--- src/rtl/msb_byte_packer.sv ---
// rtl/msb_byte_packer.sv - packs MSB-aligned partial byte words into dense full words
// Optional zero fill of unused bytes: define MSB_PACKER_ZERO_PAD_EN.
module msb_byte_packer #(
  parameter int BYTES = 8,
  parameter int LEN_W = 4
) (
  input  logic               clk,
  input  logic               nreset,
  input  logic               valid_i,
  output logic               ready_o,
  input  logic [BYTES*8-1:0] data_i,
  input  logic [LEN_W-1:0]   len_i,
  input  logic               last_i,
  output logic               valid_o,
  input  logic               ready_i,
  output logic [BYTES*8-1:0] data_o,
  output logic [LEN_W-1:0]   len_o,
  output logic               last_o
);
  localparam int W     = BYTES * 8;
  localparam int IDX_W = $clog2(2 * BYTES);

  logic [W-1:0]     res_q, res_d, data_q, data_d;
  logic [LEN_W-1:0] cnt_q, cnt_d, len_q, len_d;
  logic             last_q, last_d, valid_q, valid_d, flush_q, flush_d;

  logic             out_free, accept;
  logic [LEN_W-1:0] len_c;
  logic [LEN_W:0]   sum;
  logic [W-1:0]     din_m, hi_w, lo_w;
  logic [7:0]       mb [2*BYTES];
  logic [IDX_W-1:0] idx;

  assign out_free = !valid_q || ready_i;
  assign ready_o  = out_free && !flush_q;
  assign accept   = valid_i && ready_o;
  assign len_c    = (len_i > LEN_W'(BYTES)) ? LEN_W'(BYTES) : len_i;
  assign sum      = {1'b0, cnt_q} + {1'b0, len_c};

  // Merged stream of 2*BYTES bytes: res[0..cnt-1] then input bytes shifted right by cnt.
  always_comb begin
    din_m = data_i;
`ifdef MSB_PACKER_ZERO_PAD_EN
    for (int k = 0; k < BYTES; k++) begin
      if (LEN_W'(k) >= len_c) din_m[W-1-8*k -: 8] = 8'h00;
    end
`endif
    for (int j = 0; j < 2 * BYTES; j++) mb[j] = 8'h00;
    idx = '0;
    for (int k = 0; k < BYTES; k++) begin
      idx     = IDX_W'(k) + IDX_W'(cnt_q);
      mb[idx] = din_m[W-1-8*k -: 8];
    end
    for (int j = 0; j < BYTES; j++) begin
      if (LEN_W'(j) < cnt_q) mb[j] = res_q[W-1-8*j -: 8];
    end
    hi_w = '0;
    lo_w = '0;
    for (int j = 0; j < BYTES; j++) begin
      hi_w[W-1-8*j -: 8] = mb[j];
      lo_w[W-1-8*j -: 8] = mb[j+BYTES];
    end
  end

  always_comb begin
    res_d   = res_q;
    cnt_d   = cnt_q;
    data_d  = data_q;
    len_d   = len_q;
    last_d  = last_q;
    valid_d = valid_q && !ready_i;
    flush_d = flush_q;
    if (flush_q && out_free) begin
      data_d  = res_q;
      len_d   = cnt_q;
      last_d  = 1'b1;
      valid_d = 1'b1;
      cnt_d   = '0;
      flush_d = 1'b0;
`ifdef MSB_PACKER_ZERO_PAD_EN
      res_d   = '0;
`endif
    end else if (accept) begin
      if (sum < (LEN_W+1)'(BYTES) && !last_i) begin
        res_d = hi_w;
        cnt_d = sum[LEN_W-1:0];
      end else if (sum <= (LEN_W+1)'(BYTES)) begin
        // Covers the zero-length last word, so last is never dropped.
        data_d  = hi_w;
        len_d   = sum[LEN_W-1:0];
        last_d  = last_i;
        valid_d = 1'b1;
        cnt_d   = '0;
`ifdef MSB_PACKER_ZERO_PAD_EN
        res_d   = '0;
`endif
      end else begin
        data_d  = hi_w;
        len_d   = LEN_W'(BYTES);
        last_d  = 1'b0;
        valid_d = 1'b1;
        res_d   = lo_w;
        cnt_d   = LEN_W'(sum - (LEN_W+1)'(BYTES));
        flush_d = last_i;
      end
    end
  end

  always_ff @(posedge clk or negedge nreset) begin
    if (!nreset) begin
      res_q   <= '0;
      cnt_q   <= '0;
      data_q  <= '0;
      len_q   <= '0;
      last_q  <= 1'b0;
      valid_q <= 1'b0;
      flush_q <= 1'b0;
    end else begin
      res_q   <= res_d;
      cnt_q   <= cnt_d;
      data_q  <= data_d;
      len_q   <= len_d;
      last_q  <= last_d;
      valid_q <= valid_d;
      flush_q <= flush_d;
    end
  end

  assign valid_o = valid_q;
  assign data_o  = data_q;
  assign len_o   = len_q;
  assign last_o  = last_q;
endmodule

--- config.mk ---
export PLATFORM = sky130hd
export DESIGN_NAME = msb_byte_packer
export DESIGN_NICKNAME = d
export VERILOG_FILES = /design/src/rtl/msb_byte_packer.sv
export SDC_FILE = /design/constraint.sdc
export NUM_CORES = 1
export LEC_CHECK = 0
export ABC_AREA = 1
export CORE_MARGIN = 2
export CORE_UTILIZATION = 41
export CTS_BUF_LIST = sky130_fd_sc_hd__clkbuf_16
export CTS_CLUSTER_SIZE = 8
export DETAILED_ROUTE_END_ITERATION = 6
export SLEW_MARGIN = 20
export SYNTH_ARGS = -nofsm -noshare
export SYNTH_HDL_FRONTEND = slang
export SYNTH_SLANG_ARGS = --single-unit
--- constraint.sdc ---
create_clock -name clk -period 3.74 [get_ports clk]
set_input_delay 0.748 -clock clk [delete_from_list [all_inputs] [get_ports clk]]
set_output_delay 0.748 -clock clk [all_outputs]
set_load 0.05 [all_outputs]
Word-level counts from Yosys, hierarchy flattened
Index checks and enable logic that the tools add are counted.
Widths: inputs -> output; s select.
{ "word_totals": {"input_bits": 73, "reg_bits": 139, "elab_cells": 134, "output_inout_bits": 71} }
{ "classes": {"muxes": 56, "n_addsub": 9, "bitwise": 10, "n_lt_le_gt_ge": 27, "eq_ne": 3, "reduce_logical": 22} }
{ "ops": {"columns": ["cell", "count"], "rows": [
  ["$bwmux 128", 7],
  ["$mux 64", 5],
  ["$demux 8 s4", 8],
  ["$and 128x128->128", 1],
  ["$mux 8", 16],
  ["$ge 5x5->1 const B", 8],
  ["$lt 5x1->1 const B", 8],
  ["$not 4->5", 8],
  ["$mux 4", 9],
  ["$add 3x4->4 const A", 4],
  ["$lt 3x4->1 const A", 4],
  ["$logic_and 1x1->1", 13],
  ["$mux 1", 11],
  ["$add 2x4->4 const A", 2],
  ["$lt 1x4->1 const A", 2],
  ["$lt 2x4->1 const A", 2],
  ["$ne 2x2->1 const B", 3],
  ["$reduce_and 3->1", 2],
  ["$add 4x4->5", 1],
  ["$le 5x4->1 const B", 1],
  ["$lt 5x4->1 const B", 1],
  ["$add 1x4->4 const A", 1],
  ["$gt 4x4->1 const B", 1],
  ["$logic_not 1->1", 4],
  ["other kinds (5)", 5]
]} }

Depth between registers and ports, before layout
{ "depth": {"word_depth": 17, "mapped_depth": 20, "mapped_depth_nobuf": 17} }

Least setup slack after synthesis
Ideal clock, no wire load.
{ "synth_timing": {"path_kind": "input -> register", "startpoint": "input len_i[0]", "endpoint": "register res_q[10]", "cell_stages": 14, "slack_ps": 869, "setup_time_ps": 118, "t_required_ps": 3622, "n_path_buf": 2, "arrival_ps": 2753, "path_cell_list": "inv_1 nor2_1 ha_1 fa_1 a21oi_1 nor2_1 nor2_1 nand3_1 nor2_2 buf_2 buf_1 nand3_1 nand3_1 nand2_1"} }
{ "synth_via": {"elab_chain_len": 7, "elab_cells_between_ends": 9, "cone_classes": "add/sub (1); order compare (3); eq/ne (1); mux (2); reduce/logical (2)"} }
{ "synth_lines": {"columns": ["element", "line_no", "source"], "rows": [
  ["start: declaration", "12", "input logic [LEN_W-1:0] len_i,"],
  ["$gt 4x4->1", "37", "assign len_c = (len_i > LEN_W'(BYTES)) ? LEN_W'(BYTES) : len_i;"],
  ["$mux 4 *", "37", null],
  ["$add 4x4->5 *", "38", "assign sum = {1'b0, cnt_q} + {1'b0, len_c};"],
  ["$lt 5x4->1", "84", "if (sum < (LEN_W+1)'(BYTES) && !last_i) begin"],
  ["$logic_and 1x1->1", "84", null],
  ["$ne 2x2->1 (no source line)", null, null],
  ["$reduce_and 3->1 (no source line)", null, null],
  ["end signal: assignment", "119", "res_q <= res_d;"],
  ["end: declaration", "23", "logic [W-1:0] res_q, res_d, data_q, data_d;"]
]} }
Mark *: on every way between the ends. The rest lies on a longest branch, timed or not.
A chain may end at the register's enable or synchronous reset.

Worst setup path after layout
{ "layout_timing": {"startpoint": "register cnt_q[1]", "endpoint": "register res_q[14]"} }
{ "layout_via": {"elab_chain_len": 15, "elab_cells_between_ends": 73, "cone_classes": "add/sub (8); order compare (19); eq/ne (1); mux (26); bitwise (9); reduce/logical (10)"} }
{ "layout_lines": {"columns": ["element", "line_no", "source"], "rows": [
  ["start: declaration", "24", "logic [LEN_W-1:0] cnt_q, cnt_d, len_q, len_d;"],
  ["start signal: assignment", "120", "cnt_q <= cnt_d;"],
  ["$add 1x4->4 or $not 4->5 (tied branches)", "51, 52", null],
  ["$not 4->5 (implied by the code) (tied with other cells)", "52", "mb[idx] = din_m[W-1-8*k -: 8];"],
  ["$ge 5x5->1 (implied by the code) (tied with other cells)", "52", null],
  ["$logic_and 1x1->1 (implied by the code) or $mux 8 (tied branches)", "52", null],
  ["$mux 8 (implied by the code) or $demux 8 s4 (tied branches)", "52", null],
  ["$demux 8 s4 or $and 128x128->128 (tied branches)", null, null],
  ["$bwmux 128 (7 in series)", "52", null],
  ["$mux 64 or $mux 8 (tied branches)", "87, 55", null],
  ["$mux 64", "84", null]
]} }
Parallel ways exist; a longest one is shown, timed or not. The select of a mux whose other input is x is not followed.

==> flow_summary.ini <==
[logic_synthesis]
synth_fp_nets = 2680
synth-seq-cells = 139
syn_area_per_cell_sq_um = 5.522
yosys_most_used_dff = dfrtp_1
synthDistinctLibCells = 40
ys_top_cells_by_area = nand2_1 26%, dfrtp_1 24%, nor2_1 7.5%
yosysTopAreaCell = nand2_1
synth_edf_count = 0
syn-instance-count = 2597
yosys_warnings = 0
syn_area_sq_um = 14340
synthArstFlopShare = 1.000
netlist.area_leader.share = 0.2565
synth_commonest_cells = 980 x nand2_1, 288 x nor2_1, 204 x nand3_1
yosysSeqAreaShare = 0.2425
synth.most_common_cell = nand2_1

[clock_tree]
cts_tree = done
path_clk_slew_ns = 0.06
htree_levels = 4
post_cts_buffers = 0
ctsHoldBuffers = 0
cts_root_buffer = clkbuf_16
cts_resized = 0
numClockSinks = 139
clock_path_buffers = 2
cts_buffers = 17
clock_latency_ns = 0.45

[power]
leakage_nw = 8.496
ir_drop_mv = 1.065
powerDensity_nw_per_um2 = 785.1
p_total_w = 0.01385

[setup_path]
crit_slowest_cell = nor3_1
worst_path_largest_cell_delay_ns = 0.57
start_kind = flop
cp_common_cell = nand2_1
worst-path-buf-inv = 5
path_cells = ha_1 -> inv_1 -> nand2_1 -> nand2_1 -> nor2_1 -> buf_4 -> inv_1 -> buf_4 -> nor2_1 -> buf_4 -> nand2_1 -> nand3_1 -> nor3_1 -> nand4_1 -> nand3_1 -> nand2_1
worstPathRequired_ns = 4.08
crit_type = reg2reg
cp_max_fo = 10
cp-end-kind = flop
crit_arrival_ns = 4.09
crit_family = simple AND/OR/NAND/NOR gates

[placement]
dp_cells = 3197
dpl_cell_area_sq_um = 17030
placement.io_buffers = 143
detailedPlace.worstSlack_ns = 0.06957
place_congestion = 1.123
dp_hpwl_microns = 63130

[global_routing]
grt.total_usage = 0.4644
antenna_found_initial = 2
grt_pass1_vias = 18000
grt_pass1_wl_microns = 123300
grt_max_degree = 103
overflow = 0

[drt]
dr.pass1.iters = 7
vias = 20040
vias_per_cell = 6.208
final_antenna_net_count = 0
dr.first_iter.drc_count = 3248
routed_wl_microns = 85120
post_drt_wl_per_cell_microns = 26.37
drcViolationCount = 0

[floorplan]
die_x_microns = 191.0
num_io_pins = 144
core_sq_um = 34460
die_area_sq_um = 36490
die_h_microns = 191.0
row_count = 68
start_util = 0.4162

[cells_and_area]
finalNonFillerCells = 3228
fin_util = 0.5118
finalInstanceArea_sq_um = 17630
drive_gt1_frac = 0.09809
fin_nets = 2844
area_growth_pct = 22.96
antenna_cells = 0

[sta]
maxSlewViolCount = 0
fin_skew_ns = 0.01177
period_share = 1.002
slew_headroom = 0.3474
rsz0062_at_grt = no
hold_viol = 0
finalSetupViolCount = 1
max_freq_ghz = 0.2667
max_slew.worst_pin.slew_ns = 0.9759
worst_slack_ns = -0.008870
min_period_ns = 3.749

[min_path]
hp-class = in2async

[status]
violations = setup timing
status = finished with violations

[flow_run]
cap_violations = 0
[metal layers]
layer / wire [microns] / vias to the layer above / GRT usage
met3: 13270 / 362 / 0.1511
li1: - / 8729 / -
met4: 5638 / 2 / 0.2546
met5: 13 / - / 0
met1: 32610 / 9134 / 0.6279
met2: 33580 / 1812 / 0.6477
[power by group]
part / internal [W] / switching [W]
Sequential: 0.00209 / 0.000473
Combinational: 0.00272 / 0.00675
Clock: 0.00110 / 0.000720
[registers in the layout, summed over array words and instances, names as in the netlist]
signal,count
res_q,64
cnt_q,4
len_o,4
data_o,64
flush_q,1
last_o,1
valid_o,1
[layout make-up]
type	instances	area (sq um)
clock buffers	17	425.4
fillers	3682	16820
inverters	243	913.4
clock inverters	14	178.9
well taps	455	569.3
multi-input cells	2051	9278
repair buffers	309	2791
flip-flops and latches	139	3478
[worst reg2reg max path, stage by stage (launching register included)]
cell	delay (ns)
dfrtp_1	0.55
ha_1	0.37
inv_1	0.14
nand2_1	0.06
nand2_1	0.45
nor2_1	0.19
buf_4	0.22
inv_1	0.17
buf_4	0.14
nor2_1	0.04
buf_4	0.16
nand2_1	0.06
nand3_1	0.06
nor3_1	0.57
nand4_1	0.23
nand3_1	0.16
nand2_1	0.06
[metrics by stage]
step             TNS, ns  hold slack [ns]
6_report       -0.008870           0.4298
5_1_grt                0           0.4973
4_1_cts                0           0.4608
3_5_place_dp           0           0.4825
3_3_place_gp           0           0.4807
2_1_floorplan          0           0.4524
[cell usage in the layout (no fill, tap or decap), types with 50 or more instances in the layout]
cell	n
a21oi_1	105
a22oi_1	50
buf_4	157
clkdlybuf4s50_1	142
dfrtp_1	139
inv_1	203
nand2_1	980
nand3_1	204
nand4_1	142
nor2_1	284
o21ai_0	123
[path summary, 6_finish.rpt]
| kind | endpoint | cells after the start | startpoint | slack, ns |
|---|---|---|---|---|
| worst max-delay path | res_q[14]$_DFFE_PN0P_ | 16 | cnt_q[1]$_DFFE_PN0P_ | -0.009 |
| worst min-delay path | cnt_q[3]$_DFFE_PN0P_ | 1 | nreset | 0.43 |
| worst max register to register | res_q[14]$_DFFE_PN0P_ | 16 | cnt_q[1]$_DFFE_PN0P_ | -0.009 |
| worst min register to register | data_o[13]$_DFFE_PN0P_ | 2 | data_o[13]$_DFFE_PN0P_ | 0.49 |
| max in group asynchronous | data_o[42]$_DFFE_PN0P_ | 2 | nreset | 2.34 |
| min in group clk | data_o[13]$_DFFE_PN0P_ | 2 | data_o[13]$_DFFE_PN0P_ | 0.49 |
[logic make-up after synthesis]
kind of cell / Yosys count / share of synthesized area
AND/OR/NAND/NOR: 1682 / 0.4949
adder cells (fa/ha/maj): 10 / 0.009248
XOR/XNOR: 5 / 0.003578
flip-flops: 139 / 0.2425
buffers and inverters: 407 / 0.1123
AO/OA/AOI/OAI: 354 / 0.1375
Power figures use the tool's default switching activity.
